--- config.mk ---
export PLATFORM = sky130hd
export DESIGN_NAME = divider_seq_flat
export DESIGN_NICKNAME = d
export VERILOG_FILES = /design/src/rtl/divider_seq_if.sv /design/src/rtl/divider_seq.sv /design/src/flat_wrapper.sv
export SDC_FILE = /design/constraint.sdc
export NUM_CORES = 1
export LEC_CHECK = 0
export BUFFER_PORTS_ARGS = -buffer_cell sky130_fd_sc_hd__buf_2
export CAP_MARGIN = 20
export CORE_MARGIN = 2
export CORE_UTILIZATION = 35
export DETAILED_ROUTE_END_ITERATION = 10
export SYNTH_ARGS = -nofsm -noshare
export SYNTH_HDL_FRONTEND = slang
export SYNTH_SLANG_ARGS = --single-unit
export TNS_END_PERCENT = 50
--- constraint.sdc ---
create_clock -name clk -period 3.1 [get_ports clk]
set_input_delay 0.155 -clock clk [delete_from_list [all_inputs] [get_ports clk]]
set_output_delay 0.155 -clock clk [all_outputs]
set_load 0.02 [all_outputs]
--- src/rtl/divider_seq_if.sv ---
// divider_seq_if: start/busy/done handshake, operands and results of the sequential divider.
interface divider_seq_if #(parameter int XWIDTH = 8, parameter int YWIDTH = 4);
  logic              start;
  logic [XWIDTH-1:0] x;
  logic [YWIDTH-1:0] y;
  logic              busy;
  logic              done;
  logic [XWIDTH-1:0] q;
  logic [YWIDTH-1:0] r;
  logic              dbz;
  modport master(output start, x, y, input busy, done, q, r, dbz);
  modport slave(input start, x, y, output busy, done, q, r, dbz);
endinterface

--- src/rtl/divider_seq.sv ---
// divider_seq: restoring divider, one quotient bit per clock, with divide-by-zero flag.
// Define DIVIDER_SIGNED_EN for two's complement operands (truncating quotient, remainder follows dividend).
module divider_seq #(
  parameter int XWIDTH = 8,
  parameter int YWIDTH = 4
) (
  input logic         clk,
  input logic         rst_n,
  divider_seq_if.slave bus
);
  localparam int CW = $clog2(XWIDTH + 1);
  typedef enum logic [1:0] {IDLE, RUN, DONE} state_t;
  state_t            r_state, w_next;
  logic [CW-1:0]     r_cnt;
  logic [XWIDTH-1:0] r_x, r_q, w_xmag, w_qmag, w_qfix;
  logic [YWIDTH-1:0] r_y, r_rem, r_r, w_ymag, w_rem, w_rfix;
  logic              r_dbz, w_ge, w_accept, w_last;
  logic [YWIDTH:0]   w_shift;
  assign w_accept = (r_state == IDLE) && bus.start;
  assign w_last   = (r_state == RUN) && (r_cnt == CW'(1));
  // dividend register doubles as the quotient shift register
  assign w_shift = {r_rem, r_x[XWIDTH-1]};
  assign w_ge    = w_shift >= {1'b0, r_y};
  assign w_rem   = YWIDTH'(w_ge ? w_shift - {1'b0, r_y} : w_shift);
  assign w_qmag  = {r_x[XWIDTH-2:0], w_ge};
`ifdef DIVIDER_SIGNED_EN
  logic r_xneg, r_yneg;
  assign w_xmag = bus.x[XWIDTH-1] ? -bus.x : bus.x;
  assign w_ymag = bus.y[YWIDTH-1] ? -bus.y : bus.y;
  assign w_qfix = (r_xneg ^ r_yneg) ? -w_qmag : w_qmag;
  assign w_rfix = r_xneg ? -w_rem : w_rem;
  always_ff @(posedge clk or negedge rst_n)
    if (!rst_n) begin
      r_xneg <= 1'b0;
      r_yneg <= 1'b0;
    end else if (w_accept) begin
      r_xneg <= bus.x[XWIDTH-1];
      r_yneg <= bus.y[YWIDTH-1];
    end
`else
  assign w_xmag = bus.x;
  assign w_ymag = bus.y;
  assign w_qfix = w_qmag;
  assign w_rfix = w_rem;
`endif
  always_comb begin
    w_next   = (r_state == IDLE) ? (bus.start ? ((bus.y == '0) ? DONE : RUN) : IDLE) :
               (r_state == RUN)  ? (w_last ? DONE : RUN) : IDLE;
    bus.busy = (r_state == RUN);
    bus.done = (r_state == DONE);
  end
  always_ff @(posedge clk or negedge rst_n)
    if (!rst_n) begin
      r_state <= IDLE;
      r_cnt   <= '0;
      r_x     <= '0;
      r_y     <= '0;
      r_rem   <= '0;
      r_q     <= '0;
      r_r     <= '0;
      r_dbz   <= 1'b0;
    end else begin
      r_state <= w_next;
      if (w_accept) begin
        r_x   <= w_xmag;
        r_y   <= w_ymag;
        r_rem <= '0;
        r_cnt <= CW'(XWIDTH);
        if (bus.y == '0) begin
          r_q   <= '1;
          r_r   <= '0;
          r_dbz <= 1'b1;
        end
      end else if (r_state == RUN) begin
        r_x   <= w_qmag;
        r_rem <= w_rem;
        r_cnt <= r_cnt - 1'b1;
        if (w_last) begin
          r_q   <= w_qfix;
          r_r   <= w_rfix;
          r_dbz <= 1'b0;
        end
      end
    end
  assign bus.q   = r_q;
  assign bus.r   = r_r;
  assign bus.dbz = r_dbz;
endmodule

--- src/flat_wrapper.sv ---
// flat-port wrapper written by rule: the top's interface ports become plain ports
module divider_seq_flat 
#(
  parameter int XWIDTH = 8,
  parameter int YWIDTH = 4
)
  (clk, rst_n, bus_start, bus_x, bus_y, bus_busy, bus_done, bus_q, bus_r, bus_dbz);
  divider_seq_if #(.XWIDTH(XWIDTH), .YWIDTH(YWIDTH)) bus_i ();
  input logic clk;
  input logic rst_n;
  input wire logic [$bits(bus_i.start)-1:0] bus_start;
  input wire logic [$bits(bus_i.x)-1:0] bus_x;
  input wire logic [$bits(bus_i.y)-1:0] bus_y;
  output wire logic [$bits(bus_i.busy)-1:0] bus_busy;
  output wire logic [$bits(bus_i.done)-1:0] bus_done;
  output wire logic [$bits(bus_i.q)-1:0] bus_q;
  output wire logic [$bits(bus_i.r)-1:0] bus_r;
  output wire logic [$bits(bus_i.dbz)-1:0] bus_dbz;
  assign bus_i.start = bus_start;
  assign bus_i.x = bus_x;
  assign bus_i.y = bus_y;
  assign bus_busy = bus_i.busy;
  assign bus_done = bus_i.done;
  assign bus_q = bus_i.q;
  assign bus_r = bus_i.r;
  assign bus_dbz = bus_i.dbz;
  divider_seq #(.XWIDTH(XWIDTH), .YWIDTH(YWIDTH)) u_core (.clk(clk), .rst_n(rst_n), .bus(bus_i));
endmodule
==> flow_metrics.tcl <==
set metrics [dict create \
    finalNetCount 220 \
    vias_per_cell 4.94 \
    gr-usage-all-layers_pct 15.3 \
    power_leakage_uw 0.000902 \
    cts_tree "yes" \
    areaGrowthSynthToFinish_pct 19.6 \
    setup_slack_ns 1.18 \
    drtIter0Drc 67 \
    relSlewSlack_pct 46.1 \
    overflow 0 \
    arrival_ns 2.09 \
    cts.sinks 35 \
    path_clk_slew_ns 0.08 \
    clockBufferDepth 2 \
    dpl.hpwl_um 2550 \
    routabilityCongestion 0.839 \
    maxSlewViolCount 0 \
    insertion_delay_ns 0.30 \
    critPathLaunchType "flip-flop" \
    ctsResizeCount 0 \
    start_util_pct 36.2 \
    drcViolationCount 0 \
    max_freq_mhz 522 \
    syn_area_per_cell_um2 10.4 \
    grt_pass1_vias 1227 \
    die_h_um 73.9 \
    core_um2 4720 \
    wl_per_cell_um 13.9 \
    via_count 1313 \
    cts_max_level 2 \
    finalWirelength_um 3690 \
    antenna_found_initial 0 \
    tns_ns 0 \
    syn_area_um2 1710 \
    die_area_um2 5470 \
    worst_pin_slew_ns 0.808 \
    endpoint_kind "flip-flop" \
    antennaDiodeCount 0 \
    rsz0062_at_grt "false" \
    first_pass_iters 4 \
    row_count 25 \
    crit_type "flip-flop to flip-flop" \
    ys_seq_elements 35 \
    grt_pass1_wl_um 6300 \
    final_antenna_net_count 0 \
    setup_violations 0 \
    ys_seq_area_share_pct 51.2 \
    status "finished, final reports clean" \
    io_buffer_count 29 \
    p_per_area_nw_per_um2 1190 \
    die_w_um 73.9 \
    crit_required_ns 3.28 \
    fin_crit_ns 1.92 \
    cts_buffers 5 \
    postCtsSetupBuffers 0 \
    finClkSkew_ns 0.00953 \
    ioPinCount 30 \
    synth_cell_types 37 \
    hold_viol 0 \
    finish.utilization_pct 43.3 \
    grt_max_degree 36 \
    cap_violations 0 \
    drive_gt1_share_pct 24.1 \
    root_buffer "clkbuf_8" \
    yosys_warnings 0 \
    synthesis.nets 187 \
    period_share_pct 61.8 \
    postSynthCellCount 165 \
    crit_fanout 6 \
    ir_drop_mv 0.540 \
    pre_cts_ws_ns 1.22 \
    worstHoldPathType "input port to flip-flop" \
]
synth_stat cells:
library cell   n  area share [%]
a211oi_1       2            0.88
a21oi_1        6             1.8
a22o_4         1             1.0
a311o_1        2             1.2
and2_1         2            0.73
buf_4          3             1.3
buf_6          1            0.66
clkbuf_1       2            0.44
dfrtp_1       35              51
fa_1           1             1.2
ha_1           6             4.4
inv_1         12             2.6
inv_4          1            0.37
mux2i_1        7             4.1
nand2_1       24             5.3
nand2_2        1            0.37
nand2b_1       1            0.37
nand4_1        3             1.1
nor2_1        10             2.2
nor2_2         1            0.37
nor2b_1        1            0.37
nor3_1         2            0.58
nor3b_1        1            0.44
nor3b_2        1            0.73
nor4_1         1            0.37
nor4_2         1            0.73
o21ai_0       15             4.4
o22a_1         7             3.6
o22ai_1        3             1.1
o311a_1        1            0.58
o311ai_0       2             1.0
o311ai_2       1            0.95
o31a_1         1            0.51
o31ai_1        3             1.3
o32ai_1        1            0.51
or2_2          1            0.37
xnor2_1        2             1.0
worst max-delay path: stages, from the launching register on:
cell	delay, ns
dfrtp_1	0.43
ha_1	0.31
nor2b_1	0.16
o311ai_2	0.41
a211oi_1	0.15
a311o_1	0.33
state kept, by name, indices dropped and copies added (netlist names):
name	cells
u_core.bus.q	8
u_core.r_x	8
u_core.bus.r	4
u_core.r_cnt	4
u_core.r_rem	4
u_core.r_y	4
u_core.r_state	2
u_core.bus.dbz	1
through the flow:
stage          instance area [um2]  total power [uW]  std cells  hold WS (ns)
6_report                      2050              2430        266        0.0924
5_1_grt                       2050              2650        266         0.110
4_1_cts                       2050              2460        266        0.0909
3_5_place_dp                  1920              2010        257         0.298
3_3_place_gp                  1920              2010        257         0.293
2_1_floorplan                 1710              1710        165        -0.141
cells by family (layout without fill, tap and decap cells):
| logic type | count (synthesis) | after routing | share of synthesized area (%) |
|---|---|---|---|
| and+or+nand+nor | 50 | 50 | 14.0 |
| AOI/OAI and AO/OA | 45 | 45 | 18.8 |
| muxes | 7 | 7 | 4.09 |
| DFF | 35 | 35 | 51.2 |
| buffers and inverters | 19 | 53 | 5.41 |
| xor gates and xnor gates | 2 | 2 | 1.02 |
| adders and majority gates | 7 | 7 | 5.56 |
metal layers:
| layer | part of all wire (%) | up-vias | GRT usage, % |
|---|---|---|---|
| met5 | 0 | - | 0 |
| li1 | - | 653 | - |
| met4 | 1.4 | 0 | 5.45 |
| met2 | 41 | 33 | 21.4 |
| met1 | 51 | 621 | 21.8 |
| met3 | 6.4 | 6 | 5.83 |
area by class of cell:
type	count	area, um2
Clock buffer	6	82.6
Fill cell	470	2680
Clock inverter	2	35.0
Inverter	13	51.3
Multi-Input combinational cell	111	748
Sequential cell	35	876
Tap cell	67	83.8
Timing Repair Buffer	32	170
layout by cell type, fill, tap and decap left out, drive strengths merged, types with 3 or more instances in the layout:
cell	n
buf	31
o311ai	3
o21ai	15
inv	13
mux2i	7
nor2	11
o22ai	3
ha	6
a21oi	6
clkbuf	6
nand4	3
o22a	7
nand2	25
o31ai	3
dfrtp	35
timing repair:
item                                    4_1_cts  5_1_grt
hold buffers                                  1        0
endpoints found under the setup margin        0        0
hold endpoints to repair                     35        0
report_power, final:
part           switching (uW)  internal (uW)  leakage [uW]
Combinational             692            462      0.000424
Sequential                165            685      0.000416
Clock                     171            260     0.0000612
final timing paths:
check,start,to,slack (ns),cells past startpoint
hold reg to reg,u_core.bus.q[5],u_core.bus.q[5],0.49,1
hold / removal,bus_y[0],u_core.r_y[0],0.09,3
setup / recovery,u_core.r_rem[0],u_core.bus.r[0],1.18,5
setup reg to reg,u_core.r_rem[0],u_core.bus.r[0],1.18,5
min in group asynchronous,rst_n,u_core.r_y[0],0.48,2
max in group asynchronous,rst_n,u_core.bus.r[3],2.11,2
No activity file was read; power rests on OpenSTA's default activity.
